## config.mk

```make
export PLATFORM = sky130hd
export DESIGN_NAME = ocd_reply_tx
export DESIGN_NICKNAME = d
export VERILOG_FILES = /design/src/rtl/ocd_reply_tx.sv
export SDC_FILE = /design/constraint.sdc
export NUM_CORES = 1
export LEC_CHECK = 0
export ABC_AREA = 1
export CAP_MARGIN = 20
export CORE_ASPECT_RATIO = 0.9
export CORE_MARGIN = 1.5
export CORE_UTILIZATION = 56
export DETAILED_ROUTE_END_ITERATION = 6
export MAX_ROUTING_LAYER = met4
export PLACE_DENSITY = 0.8
export SLEW_MARGIN = 30
export SYNTH_ARGS = -nofsm -noshare
export SYNTH_HDL_FRONTEND = slang
export SYNTH_SLANG_ARGS = --single-unit
```

## constraint.sdc

```tcl
create_clock -name clk -period 2.8 [get_ports clk]
set_clock_uncertainty 0.15 [all_clocks]
set_input_delay 0.56 -clock clk [delete_from_list [all_inputs] [get_ports clk]]
set_output_delay 0.56 -clock clk [all_outputs]
set_load 0.05 [all_outputs]
```

## src/rtl/ocd_reply_tx.sv

```systemverilog
// OCD reply transmitter: frames a 32-bit reply word onto a UART line.
// Optional checksum trailer is compiled in with OCD_REPLY_CHECKSUM_EN.
module ocd_reply_tx #(
  parameter int BAUD_PERIOD = 104
) (
  input  logic        clk,
  input  logic        reset,
  input  logic        word_valid,
  input  logic [31:0] word_in,
  output logic        word_ready,
  input  logic        abort,
  output logic        TXD,
  output logic        tx_active,
  output logic        frame_done
);

  typedef enum logic [1:0] {
    IDLE,
    START,
    DATA,
    STOP
  } state_t;

  localparam logic [15:0] RELOAD = 16'(BAUD_PERIOD - 1);

`ifdef OCD_REPLY_CHECKSUM_EN
  localparam logic [2:0] LAST_BYTE = 3'd7;
`else
  localparam logic [2:0] LAST_BYTE = 3'd5;
`endif

  state_t      state;
  logic [31:0] word_q;
  logic [15:0] baud_cnt;
  logic [2:0]  bit_idx;
  logic [2:0]  byte_idx;
  logic        rdy_q;
  logic [7:0]  cur_byte;
  logic        baud_end;

`ifdef OCD_REPLY_CHECKSUM_EN
  logic [15:0] csum;

  // Trailer: 16-bit sum of the four payload bytes
  always_comb begin
    csum = 16'(word_q[31:24])
         + 16'(word_q[23:16])
         + 16'(word_q[15:8])
         + 16'(word_q[7:0]);
  end
`endif

  assign baud_end = (baud_cnt == 16'd0);

  // Ready only while idle, armed, and not being aborted
  assign word_ready = rdy_q & ~abort
                    & (state == IDLE);

  // Select the byte currently on the wire
  always_comb begin
    cur_byte = 8'hFF;
    case (byte_idx)
      3'd0: cur_byte = 8'h5A;
      3'd1: cur_byte = 8'hA5;
      3'd2: cur_byte = word_q[31:24];
      3'd3: cur_byte = word_q[23:16];
      3'd4: cur_byte = word_q[15:8];
      3'd5: cur_byte = word_q[7:0];
`ifdef OCD_REPLY_CHECKSUM_EN
      3'd6: cur_byte = csum[15:8];
      3'd7: cur_byte = csum[7:0];
`endif
      default: cur_byte = 8'hFF;
    endcase
  end

  // Frame sequencer with registered line and status outputs
  always_ff @(posedge clk or posedge reset) begin
    if (reset) begin
      state      <= IDLE;
      word_q     <= '0;
      baud_cnt   <= '0;
      bit_idx    <= '0;
      byte_idx   <= '0;
      rdy_q      <= 1'b0;
      TXD        <= 1'b1;
      tx_active  <= 1'b0;
      frame_done <= 1'b0;
    end else begin
      frame_done <= 1'b0;
      if (abort) begin
        state     <= IDLE;
        baud_cnt  <= '0;
        bit_idx   <= '0;
        byte_idx  <= '0;
        rdy_q     <= 1'b1;
        TXD       <= 1'b1;
        tx_active <= 1'b0;
      end else begin
        case (state)
          IDLE: begin
            TXD <= 1'b1;
            if (rdy_q && word_valid) begin
              word_q    <= word_in;
              state     <= START;
              baud_cnt  <= RELOAD;
              bit_idx   <= '0;
              byte_idx  <= '0;
              rdy_q     <= 1'b0;
              TXD       <= 1'b0;
              tx_active <= 1'b1;
            end else begin
              rdy_q     <= 1'b1;
              tx_active <= 1'b0;
            end
          end
          START: begin
            if (baud_end) begin
              state    <= DATA;
              baud_cnt <= RELOAD;
              bit_idx  <= '0;
              TXD      <= cur_byte[0];
            end else begin
              baud_cnt <= baud_cnt - 16'd1;
            end
          end
          DATA: begin
            if (baud_end) begin
              baud_cnt <= RELOAD;
              bit_idx  <= bit_idx + 3'd1;
              if (bit_idx == 3'd7) begin
                state <= STOP;
                TXD   <= 1'b1;
              end else begin
                TXD <= cur_byte[bit_idx + 3'd1];
              end
            end else begin
              baud_cnt <= baud_cnt - 16'd1;
            end
          end
          STOP: begin
            if (baud_end) begin
              if (byte_idx == LAST_BYTE) begin
                state      <= IDLE;
                byte_idx   <= '0;
                baud_cnt   <= '0;
                TXD        <= 1'b1;
                frame_done <= 1'b1;
              end else begin
                state    <= START;
                byte_idx <= byte_idx + 3'd1;
                baud_cnt <= RELOAD;
                TXD      <= 1'b0;
              end
            end else begin
              baud_cnt <= baud_cnt - 16'd1;
            end
          end
          default: begin
            state <= IDLE;
            TXD   <= 1'b1;
          end
        endcase
      end
    end
  end

endmodule

```

==> results.yml <==
clocking:
  number_of_hold_buffers_added_after_cts: 0
  postCtsSetupRepairBufs: 0
  tritoncts_clock_tree: "done"
  tritoncts_num_sinks: 60
  clk_transition_reported_paths_ps: 60
  cts_buffers: 9
  cts_max_path_buffers: 2
  post_cts.resized_instances: 0
  cts_root_buffer: "sky130_fd_sc_hd__clkbuf_8"
  clk_latency_ps: 350
  cts_h_tree_depth: 3
synth:
  number_of_synthesized_flops_with_an_enable_pin: 0
  synthSimpleGateAreaFrac: 0.304
  synth_mux_area_frac: 0
  combinational_family_with_the_most_area_after_synthesis: "simple AND/OR/NAND/NOR gates"
  ys_dominant_reg_cell: "sky130_fd_sc_hd__dfrtp_1"
  synth_fa_ha_area_frac: 0.0331
  ys_types: 42
  syn-cell-area_um2: 3400
  synth_seq_cells: 60
  cell_with_the_most_instances_after_synthesis: "sky130_fd_sc_hd__nand2_1"
  synthesized_area_fraction_occupied_by_xor_and_xnor_cells: 0.0155
  synth_cells: 428
  yosys.area.top_type: "sky130_fd_sc_hd__dfrtp_1"
  synth_compound_area_frac: 0.114
  synthDominantCellAreaShare: 0.434
  yosys_warnings: 0
  synthTopCellsByCount: "120 x sky130_fd_sc_hd__nand2_1, 59 x sky130_fd_sc_hd__dfrtp_1, 47 x sky130_fd_sc_hd__inv_1"
  asyncSetResetFlopFracSynth: 1.00
  mappedNetlistNets: 473
  yosys-top-cells-area: "sky130_fd_sc_hd__dfrtp_1 43%, sky130_fd_sc_hd__nand2_1 13%, sky130_fd_sc_hd__inv_1 5.2%, sky130_fd_sc_hd__nor2_1 3.6%, sky130_fd_sc_hd__ha_1 3.3%"
  syn-mean-instance-area_um2: 7.94
  seq_area_frac_synth: 0.442
hold_path:
  worst_min_delay_path_category: "flip-flop to flip-flop"
  hold-path-cell-count: 2
  worst_hold_path.endpoint: "TXD"
  hold_start: "TXD"
setup_path:
  worst-endpoint-arrival_ps: 1800
  worst-path-max-fanout: 5
  r2r_start: "byte_idx[1]"
  setup.worst_path.start_class: "flip-flop"
  setup.reg_to_reg.worst_slack_ps: 550
  critical_path.reg2reg.endpoint: "TXD"
  critPathKind: "flip-flop to output port"
  r2r_cells: 15
  worstSetupEndpointType: "output port"
  worst-endpoint-required_ps: 2090
grt:
  global_route_wire_length_before_repair_um: 12700
  grt_overflow: 0
  first_global_vias: 2748
  grt_use_total: 0.253
  largest_net_degree_at_the_start_of_global_routing: 38
  antenna_found_initial: 0
timing:
  rsz0062_at_grt: "no"
  final_min_period_over_clock_period: 0.895
  max_freq_mhz: 399
  hold_violation_total_from_the_final_report: 0
  final-setup-viol-count: 0
  timing.final.crit_period_ps: 2510
  finalSetupTns_ps: 0
  fin_ws_ps: 294
  worstMarginPinSlew_ps: 588
  max_slew_margin: 0.608
  finalMaxSlewViolations: 0
floorplanning:
  die_ar_um2: 6550
  die_y_um: 76.9
  initial_util: 0.590
  fp-row-count: 26
  width_of_the_chip_um: 85.1
  fp.coreArea_um2: 5760
  io_pins: 40
placement:
  dp.cells: 533
  detailedPlace.worstSlack_ps: 397
  io_buffers: 39
  gp_routability_congestion: 0.930
  dp_hpwl_um: 5340
run:
  max_cap_violations: 0
power_and_ir_drop:
  ir_drop_v: 0.000478
  powerDensity_nw_per_um2: 971
  power.static_leakage_nw: 1.96
  power_mw: 3.94
drt:
  first_pass_iters: 6
  antenna_left: 0
  drc: 1
  drt-wirelength-per-cell_um: 13.0
  route.detailed.vias_per_inst: 5.28
  dr.first_iter.drc_count: 175
  routed_wl_um: 7150
  route.vias.total: 2897
outcome:
  outcome: "finished, violations left"
  violations: "DRC"
cells_and_area:
  syn2layout_area_growth_pct: 19.2
  design.final.nets: 519
  antenna_cells_inserted: 0
  num-fill-cells: 476
  final_core_util: 0.704
  final_layout_size_suffix_gt1_frac: 0.142
  stdcell_count: 549
logic make-up after synthesis:
family,count (synthesis)
and+or+nand+nor,219
buffers and inverters,71
AOI/OAI and AO/OA,63
DFF,60
adders and majority gates,9
xor gates and xnor gates,6
routing by layer:
metal	share of wire	global-route usage	vias up	wire, µm
met4	0.024	0.113	0	172
met1	0.48	0.330	1345	3410
met3	0.045	0.0581	17	324
met5	0	-	-	0
met2	0.45	0.376	69	3240
li1	-	-	1466	-
worst max-delay path, cell delays in order (launching register included):
cell,delay (ps)
sky130_fd_sc_hd__dfrtp_1,400
sky130_fd_sc_hd__inv_1,110
sky130_fd_sc_hd__ha_1,260
sky130_fd_sc_hd__inv_2,60
sky130_fd_sc_hd__nor2_4,160
sky130_fd_sc_hd__inv_2,90
sky130_fd_sc_hd__nor2_1,190
sky130_fd_sc_hd__buf_12,170
registers in the layout, indices dropped and copies added (netlist names):
signal and flops:
TXD 1, baud_cnt 16, state 2, rdy_q 1, byte_idx 3, frame_done 1
word_q 32, bit_idx 3, tx_active 1
how the worst max path moves through the flow:
stage / slack, ps / startpoint / depth (start not counted) / to
2_1_floorplan: 490 / state[0] / 6 / word_ready
3_3_place_gp: 410 / abort / 5 / word_ready
3_5_place_dp: 400 / abort / 5 / word_ready
4_1_cts: 270 / state[0] / 7 / word_ready
5_1_grt: 160 / state[0] / 7 / word_ready
6_report: 290 / state[0] / 7 / word_ready
power breakdown:
| group | internal, mW | leakage (nW) | switching (mW) |
|---|---|---|---|
| registers | 1.21 | 0.769 | 0.224 |
| logic | 0.675 | 1.11 | 1.15 |
| clock network | 0.342 | 0.0824 | 0.342 |
stage by stage:
step	cell area, µm²	hold WS, ps
floorplan	3400	273
detailed placement	3880	308
finish	4050	315
global route	4050	345
global placement	3880	289
CTS	4050	317
cells in the final DEF, fill, tap and decap left out, types with 2 or more instances in the layout:
| master | synthesis | routed |
|---|---|---|
| sky130_fd_sc_hd__inv_4 | 4 | 4 |
| sky130_fd_sc_hd__o221ai_1 | 3 | 3 |
| sky130_fd_sc_hd__clkbuf_8 | 0 | 10 |
| sky130_fd_sc_hd__nor4_1 | 2 | 2 |
| sky130_fd_sc_hd__dfrtp_1 | 59 | 59 |
| sky130_fd_sc_hd__buf_4 | 6 | 7 |
| sky130_fd_sc_hd__clkbuf_1 | 3 | 2 |
| sky130_fd_sc_hd__o21ai_2 | 2 | 2 |
| sky130_fd_sc_hd__or2_2 | 2 | 2 |
| sky130_fd_sc_hd__ha_1 | 9 | 9 |
| sky130_fd_sc_hd__nor2_4 | 5 | 5 |
| sky130_fd_sc_hd__nand2_2 | 3 | 3 |
| sky130_fd_sc_hd__inv_2 | 8 | 9 |
| sky130_fd_sc_hd__nor3_2 | 2 | 2 |
| sky130_fd_sc_hd__nor2_1 | 33 | 33 |
| sky130_fd_sc_hd__nor3_1 | 5 | 5 |
| sky130_fd_sc_hd__clkdlybuf4s50_1 | 0 | 38 |
| sky130_fd_sc_hd__nor2_2 | 8 | 8 |
| sky130_fd_sc_hd__nand3_1 | 22 | 22 |
| sky130_fd_sc_hd__nand4_1 | 9 | 9 |
| sky130_fd_sc_hd__o21ai_1 | 10 | 10 |
| sky130_fd_sc_hd__inv_1 | 47 | 46 |
| sky130_fd_sc_hd__xor2_1 | 6 | 6 |
| sky130_fd_sc_hd__buf_12 | 0 | 2 |
| sky130_fd_sc_hd__clkinvlp_4 | 0 | 2 |
| sky130_fd_sc_hd__o31ai_1 | 2 | 2 |
| sky130_fd_sc_hd__nand2_1 | 120 | 120 |
| sky130_fd_sc_hd__clkinv_2 | 0 | 2 |
| sky130_fd_sc_hd__a21oi_4 | 2 | 2 |
| sky130_fd_sc_hd__a21oi_1 | 17 | 17 |
| sky130_fd_sc_hd__o21ai_0 | 22 | 22 |
cell type report:
type                       count  area (µm²)  area share
clock buffer                  12         145      0.0358
clock inverter                 4        25.0     0.00617
timing repair buffer          47         473       0.117
sequential                    60        1500       0.371
inverter                      59         231      0.0571
multi-input combinational    297        1590       0.392
tap                           70        87.6      0.0216
No activity file was read; power rests on OpenSTA's default activity.
